$ cat config.mk
export PLATFORM = sky130hd
export DESIGN_NAME = rom_read_arbiter
export DESIGN_NICKNAME = d
export VERILOG_FILES = /design/src/rtl/rom_read_arbiter.sv
export SDC_FILE = /design/constraint.sdc
export NUM_CORES = 1
export LEC_CHECK = 0
export CORE_ASPECT_RATIO = 0.6
export CORE_UTILIZATION = 46
export DETAILED_ROUTE_END_ITERATION = 8
export PLACE_DENSITY = 0.83
export SETUP_SLACK_MARGIN = 0.1
export SLEW_MARGIN = 15
export SYNTH_ARGS = -nofsm -noshare
export SYNTH_HDL_FRONTEND = slang
export SYNTH_SLANG_ARGS = --single-unit
$ cat constraint.sdc
create_clock -name clk -period 6 [get_ports clk]
set_input_delay 1.2 -clock clk [delete_from_list [all_inputs] [get_ports clk]]
set_output_delay 1.2 -clock clk [all_outputs]
set_load 0.02 [all_outputs]
$ cat src/rtl/rom_read_arbiter.sv
// Round-robin arbiter sharing one ROM read port between instruction fetch (port 0)
// and data load (port 1); back-to-back issue gives one word per cycle under contention.
module rom_read_arbiter #(
    parameter int ADDR_W = 9,
    parameter int DATA_W = 32
) (
    input  logic              clk,
    input  logic              rst,
    input  logic              req0,
    input  logic [ADDR_W-1:0] addr0,
    output logic              valid0,
    output logic [DATA_W-1:0] data0,
    input  logic              req1,
    input  logic [ADDR_W-1:0] addr1,
    output logic              valid1,
    output logic [DATA_W-1:0] data1,
    output logic              rom_en,
    output logic [ADDR_W-1:0] rom_addr,
    input  logic [DATA_W-1:0] rom_do,
    output logic              busy
);

    typedef enum logic {IDLE, BUSY} state_t;

    state_t state;
    logic   gnt;
    logic   last;
    logic   pick;
    logic   other_req;

    // On a tie the port that was not served last wins; otherwise the lone requester.
    assign pick      = (req0 && req1) ? ~last : req1;
    assign other_req = gnt ? req0 : req1;
    assign busy      = (state == BUSY);

    always_ff @(posedge clk or posedge rst) begin
        if (rst) begin
            state    <= IDLE;
            rom_en   <= 1'b0;
            rom_addr <= '0;
            gnt      <= 1'b0;
            last     <= 1'b1;
            valid0   <= 1'b0;
            valid1   <= 1'b0;
            data0    <= '0;
            data1    <= '0;
        end else begin
            valid0 <= 1'b0;
            valid1 <= 1'b0;
            case (state)
                IDLE: begin
                    if (req0 || req1) begin
                        rom_en   <= 1'b1;
                        rom_addr <= pick ? addr1 : addr0;
                        gnt      <= pick;
                        state    <= BUSY;
                    end else begin
                        rom_en <= 1'b0;
                    end
                end
                BUSY: begin
                    if (gnt) begin
                        valid1 <= 1'b1;
                        data1  <= rom_do;
                    end else begin
                        valid0 <= 1'b1;
                        data0  <= rom_do;
                    end
                    last <= gnt;
                    // The served port's req is still high here, so only the other port may chain.
                    if (other_req) begin
                        rom_en   <= 1'b1;
                        rom_addr <= gnt ? addr0 : addr1;
                        gnt      <= ~gnt;
                    end else begin
                        rom_en <= 1'b0;
                        state  <= IDLE;
                    end
                end
            endcase
        end
    end

endmodule
==> metrics, run 1 <==
Leak Pwr=roughly 0.002 uW; Initial Util=0.478; CTS resizes=0; critical path cell sequence=clkdlybuf4s50_1; post-synth top area share=0.598; fin crit share=0.525; worst vdd rail ir drop=roughly 0.25 mV; IO Port Bufs=130; Post-CTS Setup Repair Bufs=0; Min Hold Slack=0.501 ns; status=finished, final reports clean; WP data required=between 4 and 5 ns; Overflow after GRT=0; Setup TNS Final=0 ns; Clock Skew=around 0.0045 ns; total CTS buffers=9; drt first pass iters=4; minimum clock period=around 3.1 ns; first-pass GRT wire length=11,600 um; max-slew violations=0; final setup fails=0; area leader, netlist=dfrtp_1; vias per inst=about 5.2; CTS max path bufs=2; Min-Delay Path Class=register to register; row cnt=23; crit path capture type=primary output; die width=~110 um; cell count of the worst reg-to-reg path=5; GP Congestion=between 0.8 and 0.9; ANT cells=0; Crit Path Class=register to primary output; largest net degree at the start of global routing=79; vias in the first global route=roughly 2,400; DR WL/cell=around 17 um; Hold Buf Count CTS=0; synthesized area=3220 um^2; CP Launch Type=register; syn avg cell area=around 14 um^2; Final Hold Fails=0; I/O pin cnt=~130; post-route ant nets=0; DRT iter0 DRCs=75; post-route worst setup slack=~2.9 ns; synth warn=0; top post-synthesis cells by area=dfrtp_1 (60%), mux2_2 (22%), o21ai_0 (2.5%); reg-to-reg endpoint=rom_addr[4]; DR DRC count=0; Total GRT Usage=0.215; CP bufs+invs=1; Die ar.=~7400 um^2; Max Cap Viol=0; H-tree level count=3; synth unique cells=23; TritonCTS sink count=a little under 80; CTS tree=done; Core Area=~6700 um^2; pre-CTS setup slack=3.06 ns; maximum clock frequency=between 0.3 and 0.4 GHz; PwrDens=roughly 420 nW/um^2; #FFs+latches synth=78; CTS root buffer=clkbuf_16; RSZ-0062 raised after global routing=no; flop-to-flop setup slack=~3.4 ns; Synth Instances=around 240; share of cells above drive strength 1=0.232; drt total wl=7490 um; min-delay src=data0[10]; sequential area share after synthesis=0.606; Hold Path End=data0[10]; Worst path slowest cell=dfrtp_1; routed via count=between 2,000 and 2,500; max_slew headroom=0.355; CP Max Fanout=32; # nets final=417; initial antenna violation count=0; Mapped Nets=290; worst slew pin tran=between 0.9 and 1 ns; WHS Path Cells=1; Skew-Pair Late Insertion Delay=between 0.3 and 0.4 ns; CP peak stage delay=0.88 ns; Area Overhead vs Synth=48.8%; hpwl dp=approximately 5000 um; Reg-to-Reg Start=busy; Critical Path AT=1.95 ns; Fill cells=between 400 and 500; clk slew on worst S/H paths=0.05 ns; crit-path leading delay family=flip-flops; die height=between 60 and 70 um
[metrics by stage]
step / util / std cells / instance area (um^2) / total power (uW)
2_1_floorplan: - / 236 / 3220 / 1160
3_3_place_gp: 0.674 / 439 / 4540 / 1520
3_5_place_dp: 0.674 / 439 / 4540 / 1540
4_1_cts: 0.712 / 454 / 4790 / 2010
5_1_grt: 0.712 / 454 / 4790 / 2100
6_report: 0.712 / 454 / 4790 / 1990
[cell usage after synthesis (all sizes together)]
cell type / n
a21boi: 1
a21bo: 1
o21ai: 19
o2bb2ai: 1
buf: 13
o22a: 9
nand2b: 1
nor2: 2
nand2: 20
dfrtp: 77
a22oi: 9
clkbuf: 3
inv: 5
dfstp: 1
mux2: 64
a21oi: 10
[power breakdown]
| group | switching, uW | internal, uW | total [uW] |
|---|---|---|---|
| Sequential | 82.9 | 674 | 757 |
| Clock | 186 | 276 | 463 |
| Combinational | 360 | 409 | 769 |
[cell usage in the layout, fill, tap and decap left out]
cell type        Yosys  routed
a21bo_2              1       1
a21boi_2             1       1
a21oi_1              9       9
a21oi_2              1       1
a22oi_1              9       9
buf_4                4       2
clkbuf_1             2       4
clkbuf_16            0       9
clkdlybuf4s50_1      0     130
clkinv_2             0       2
dfrtp_1             77      77
dfstp_2              1       1
inv_1                4       3
inv_2                1       2
mux2_2              64      64
nand2_1             20      20
nand2b_2             0       1
nor2_1               1       1
nor2_4               1       1
o21ai_0             16      16
o21ai_1              3       3
o22a_1               9       9
o2bb2ai_1            1       1
[logic make-up (layout without fill, tap and decap cells)]
group                  count (synthesis)  after routing  share of synthesized area
buffers and inverters                 21            152                     0.0388
AOI/OAI and AO/OA                     50             50                      0.101
muxes                                 64             64                      0.224
and+or+nand+nor                       23             23                     0.0299
DFF                                   78             78                      0.606
[routing by layer]
layer,part of all wire,global-route usage
met4,0.0091,0.0650
met3,0.11,0.0910
met2,0.44,0.329
met1,0.44,0.276
met5,0,0
[layout make-up]
cell class | instances | area, um^2 | share of cell area
Timing Repair Buffer | 132 | 1320 | 0.275
Clock buffer | 13 | 240 | 0.0501
Clock inverter | 2 | 10.0 | 0.00209
Tap cell | 87 | 109 | 0.0227
Sequential cell | 78 | 1950 | 0.408
Multi-Input combinational cell | 137 | 1140 | 0.239
Inverter | 5 | 18.8 | 0.00392
[sequential cells by signal (all words and copies together), names as in the netlist]
| name | cells |
|---|---|
| last | 1 |
| rom_addr | 9 |
| gnt | 1 |
| valid1 | 1 |
| valid0 | 1 |
| data0 | 32 |
| data1 | 32 |
| busy | 1 |
[how the worst max path moves through the flow]
stage | startpoint | end | slack [ns] | cells after the start
6_report | busy | busy | 2.85 | 1
5_1_grt | busy | busy | 2.77 | 1
4_1_cts | busy | busy | 2.85 | 1
3_5_place_dp | req1 | rom_addr[4] | 3.06 | 5
3_3_place_gp | req1 | rom_addr[1] | 3.14 | 5
2_1_floorplan | rst | busy | 2.81 | 1
Note: power is estimated with default switching activity, not from simulation.
==> inputs of run 2 (changes only) <==
--- a/config.mk
+++ b/config.mk
@@ -6,9 +6,9 @@
 export NUM_CORES = 1
 export LEC_CHECK = 0
 export CORE_ASPECT_RATIO = 0.6
-export CORE_UTILIZATION = 46
+export CORE_UTILIZATION = 39
 export DETAILED_ROUTE_END_ITERATION = 8
-export PLACE_DENSITY = 0.83
+export PLACE_DENSITY = 0.75
 export SETUP_SLACK_MARGIN = 0.1
 export SLEW_MARGIN = 15
 export SYNTH_ARGS = -nofsm -noshare
==> constraint.sdc (replaced) <==
create_clock -name clk -period 2.8 [get_ports clk]
set_input_delay 0.56 -clock clk [delete_from_list [all_inputs] [get_ports clk]]
set_output_delay 0.56 -clock clk [all_outputs]
set_load 0.02 [all_outputs]
==> metrics, run 2 (same netlist as run 1, synthesis figures left out) <==
share of cells above drive strength 1=0.250 (+0.0184); row cnt=25 (+8.7%); Total GRT Usage=0.194 (-0.0207); Reg-to-Reg Start=gnt; M1 WL=3660 um (+11%); most frequent cells in the layout=clkdlybuf4s50_1 (130), dfrtp_1 (77), mux2_2 (64); total CTS buffers=9 (unchanged); Fill cells=619 (+30%); CTS root buffer=clkbuf_16; cell area after placement=4610 um^2 (+1.5%); DR WL/cell=16.4 um (-0.68%); die width=119 um (+8.4%); Net Sw Frac=0.314 (-0.00197); Pint=3040 uW (+120%); Overflow after GRT=0 (unchanged); Worst path slowest cell=clkdlybuf4s50_1; TritonCTS sink count=78 (unchanged); Die ar.=8640 um^2 (+17%); Leak Pwr=0.00204 uW (+2.1%); sequential cell area=1950 um^2 (unchanged); Crit Path Class=register to primary output; Min-Delay Path Class=input pin to asynchronous set/reset pin; PwrDens=903 nW/um^2 (+120%); sw power=1390 uW (+120%); Skew-Pair Late Insertion Delay=0.33 ns (about the same); I/O pin cnt=131 (unchanged); drt total wl=7870 um (+5.0%); Critical Path Source=busy; max_slew headroom=0.587 (+0.232); IO Port Bufs=130 (unchanged); minimum clock period=about 2.2 ns; Top Layer Used=met4; CTS max path bufs=2 (unchanged); fin crit share=0.792; Setup TNS Final=0 ns (unchanged); CTS resizes=0 (unchanged); cell area after layout=4910 um^2 (+2.5%); clk slew on worst S/H paths=0.06 ns (about the same); die height=72.4 um (+8.3%); critical path cell sequence=buf_4, clkdlybuf4s50_1; routed wl met2=3340 um (+0.75%); GP Congestion=0.841 (-5.1%); ANT cells=0 (unchanged); Power, Total=4440 uW (+120%); vias per inst=5.04 (-3.3%); Final Hold Fails=0 (unchanged); CTS tree=done; crit path capture type=primary output; DR DRC count=0 (unchanged); first-pass GRT wire length=12,600 um (+8.3%); Initial Util=0.405 (-0.0729); most common cell after layout, fill and taps aside=clkdlybuf4s50_1; Hold Buf Count CTS=0 (unchanged); worst slew pin tran=0.618 ns (-0.350 ns); RSZ-0062 raised after global routing=no; Area Overhead vs Synth=52.6%; largest net degree at the start of global routing=68 (-14%); # nets final=421 (+0.96%); max-slew violations=0 (unchanged); Core Area=7950 um^2 (+18%); status=finished, final reports clean; multi-input logic area=1140 um^2 (unchanged); Max Cap Viol=0 (unchanged); CP Max Fanout=30 (-6.3%); post-route ant nets=0 (unchanged); WL met3=786 um (-1.8%); Clock Skew=0.00507 ns (+0.000536 ns); DRT iter0 DRCs=115 (+53%); worst vdd rail ir drop=0.385 mV (+57%); Post-CTS Setup Repair Bufs=0 (unchanged); CP Launch Type=register; drt first pass iters=4 (unchanged); Clock power frac=0.261 (+0.028); initial antenna violation count=0 (unchanged); crit-path leading delay family=buffers and inverters; CP peak stage delay=0.65 ns (-0.23 ns); Comb pwr share=0.377 (-0.010); H-tree level count=3 (unchanged); routed via count=2,417 (+2.2%); vias in the first global route=2,422 (+2.8%); maximum clock frequency=~0.45 GHz; WP data required=2.24 ns (-2.56 ns); final setup fails=0 (unchanged); biggest regs=data0 (32), data1 (32), rom_addr (9); Critical Path AT=1.66 ns (-0.29 ns); CP bufs+invs=2 (+1); sequential share of power=0.362 (-0.019); hpwl dp=5450 um (+6.3%)
==> run 2: final timing paths <==
check,end,depth (start not counted),slack [ns]
worst max-delay path,busy,2,0.58
worst min-delay path,data1[2],2,0.47
worst max register to register,data0[7],3,0.96
worst min register to register,data0[31],1,0.50
max in group asynchronous,last,3,1.70
min in group clk,data0[31],1,0.50
==> run 2: power groups by stage <==
stage	clock, uW	combinational [uW]	sequential [uW]
after CTS	1190	1690	1610
final	1160	1670	1610
after floorplan	0	479	2000
after global placement	0	1660	1610
after detailed placement	0	1680	1620
after global routing	1250	1760	1650
==> run 2: layer usage <==
metal	up-vias	track usage
met4	0	0.0625
met1	1182	0.261
met3	9	0.0888
met2	125	0.278
met5	-	0
li1	1101	-
==> run 2: through the flow <==
step	hold WS (ns)	setup WS, ns	utilization	std cells
floorplan	0.491	0.247	-	236
global placement	0.485	0.602	0.580	464
detailed placement	0.492	0.503	0.580	464
CTS	0.463	0.580	0.618	480
global route	0.477	0.512	0.618	480
finish	0.470	0.581	0.618	480
==> run 2: area by class of cell <==
class                   count  share of cell area
inverters                   5             0.00407
multi-input cells         137               0.233
well taps                 108              0.0275
repair buffers            136               0.277
flip-flops and latches     78               0.398
clock buffers              11              0.0494
clock inverters             5              0.0120
==> inputs of run 3 (changes only) <==
==> constraint.sdc (replaced) <==
create_clock -name clk -period 1.88 [get_ports clk]
set_input_delay 0.376 -clock clk [delete_from_list [all_inputs] [get_ports clk]]
set_output_delay 0.376 -clock clk [all_outputs]
set_load 0.02 [all_outputs]
==> metrics, run 3 (same netlist as run 1, synthesis figures left out) <==
status=finished, final reports clean; GP Congestion=0.849 (+0.96%); worst slew pin tran=0.448 ns (-0.170 ns); Die ar.=8640 um^2 (unchanged); final setup fails=0 (unchanged); vias per inst=5.01 (-0.50%); Area Overhead vs Synth=55.5%; CP peak stage delay=0.65 ns (about the same); initial antenna violation count=0 (unchanged); H-tree level count=3 (unchanged); biggest regs=data0 (32), data1 (32), rom_addr (9); CTS max path bufs=2 (unchanged); Power, Total=6810 uW (+53%); Hold Buf Count CTS=0 (unchanged); I/O pin cnt=131 (unchanged); drt first pass iters=4 (unchanged); Initial Util=0.405 (unchanged); worst vdd rail ir drop=0.659 mV (+71%); Setup TNS Final=0 ns (unchanged); Min Hold Slack=0.502 ns (+0.0322 ns); row cnt=25 (unchanged); most frequent cells in the layout=clkdlybuf4s50_1 (128), dfrtp_1 (77), mux2_2 (64); Overflow after GRT=0 (unchanged); largest net degree at the start of global routing=79 (+16%); DR DRC count=0 (unchanged); post-route worst setup slack=0.162 ns (-0.419 ns); drt total wl=7920 um (+0.66%); Skew-Pair Late Insertion Delay=0.32 ns (about the same); Final Hold Fails=0 (unchanged); CP bufs+invs=1 (-1); placed cells=469 (+1.1%); DRT iter0 DRCs=108 (-6.1%); post-route ant nets=0 (unchanged); CP Max Fanout=2 (-93%); PwrDens=1360 nW/um^2 (+50%); Crit Path Class=register to primary output; max-slew violations=0 (unchanged); CTS root buffer=clkbuf_16; Core Area=7950 um^2 (unchanged); vias in the first global route=2,546 (+5.1%); Min-Delay Path Class=register to register; CP Launch Type=register; ANT cells=0 (unchanged); routed via count=2,430 (+0.54%); first-pass GRT wire length=13,000 um (+3.3%); crit-path leading delay family=buffers and inverters; maximum clock frequency=slightly below 0.6 GHz; minimum clock period=between 1.5 and 2 ns; CTS tree=done; TritonCTS sink count=78 (unchanged); hpwl dp=5550 um (+1.9%); critical path cell sequence=clkdlybuf4s50_1; total CTS buffers=9 (unchanged); Total GRT Usage=0.198 (+0.00432); DR WL/cell=16.3 um (-0.38%); Leak Pwr=0.00209 uW (+2.6%); max_slew headroom=0.700 (+0.113); Finished Layout Cells=485 (+1.0%); Max Cap Viol=0 (unchanged); most common cell after layout, fill and taps aside=clkdlybuf4s50_1; RSZ-0062 raised after global routing=no; crit path capture type=primary output; WP data required=1.50 ns (-0.74 ns); Clock Skew=0.00436 ns (-0.000706 ns); fin crit share=0.914; pre-CTS setup slack=0.0204 ns (-0.483 ns); clk slew on worst S/H paths=0.06 ns (about the same); die height=72.4 um (unchanged); share of cells above drive strength 1=0.263 (+0.0126); # nets final=426 (+1.2%); die width=119 um (unchanged); IO Port Bufs=130 (unchanged); Worst path slowest cell=clkdlybuf4s50_1; Critical Path AT=1.34 ns (-0.32 ns)
## run 3: per-layer routing
layer	vias up	share of wire	global-route usage	wire [um]
li1	1104	-	-	-
met1	1196	0.44	0.263	3510
met2	121	0.45	0.302	3550
met3	9	0.098	0.0755	779
met4	0	0.0099	0.0639	78
met5	-	0	0	0
## run 3: where the power goes
part,switching (uW),leakage [uW],internal (uW)
combinational,1180,0.00102,1340
clock,649,0.000162,1230
sequential,251,0.000911,2150
## run 3: final timing paths
| kind | from | to | slack [ns] | cells past startpoint |
|---|---|---|---|---|
| min in group asynchronous | rst | data0[30] | 0.52 | 3 |
| max reg2reg | busy | rom_addr[4] | 0.42 | 5 |
| max in group asynchronous | rst | last | 1.03 | 3 |
| min reg2reg | data1[18] | data1[18] | 0.50 | 1 |
| max | rom_addr[5] | rom_addr[5] | 0.16 | 1 |
| min | data1[18] | data1[18] | 0.50 | 1 |
## run 3: worst register-to-register path: stages, from the launching register on
cell     delay [ns]
dfrtp_1        0.44
nand2_1        0.12
buf_4          0.29
nor2_1         0.12
nor2_4         0.26
o22a_1         0.18
## run 3: what timing repair did
| action | in CTS | in global routing |
|---|---|---|
| gates resized for setup | 2 | 0 |
| hold endpoints to repair | 0 | 0 |
| endpoints found under the setup margin | 2 | 0 |
| buffers inserted | 0 | 0 |
## run 3: final cells by class
class / instances / area (um^2)
Clock buffer: 11 / 253
Clock inverter: 5 / 81.3
Fill cell: 638 / 2940
Inverter: 5 / 22.5
Multi-Input combinational cell: 137 / 1140
Sequential cell: 78 / 1950
Tap cell: 108 / 135
Timing Repair Buffer: 141 / 1420
## run 3: metrics by stage
step / instance area, um^2 / util
2_1_floorplan: 3220 / -
3_3_place_gp: 4680 / 0.589
3_5_place_dp: 4680 / 0.589
4_1_cts: 5010 / 0.630
5_1_grt: 5010 / 0.630
6_report: 5010 / 0.630
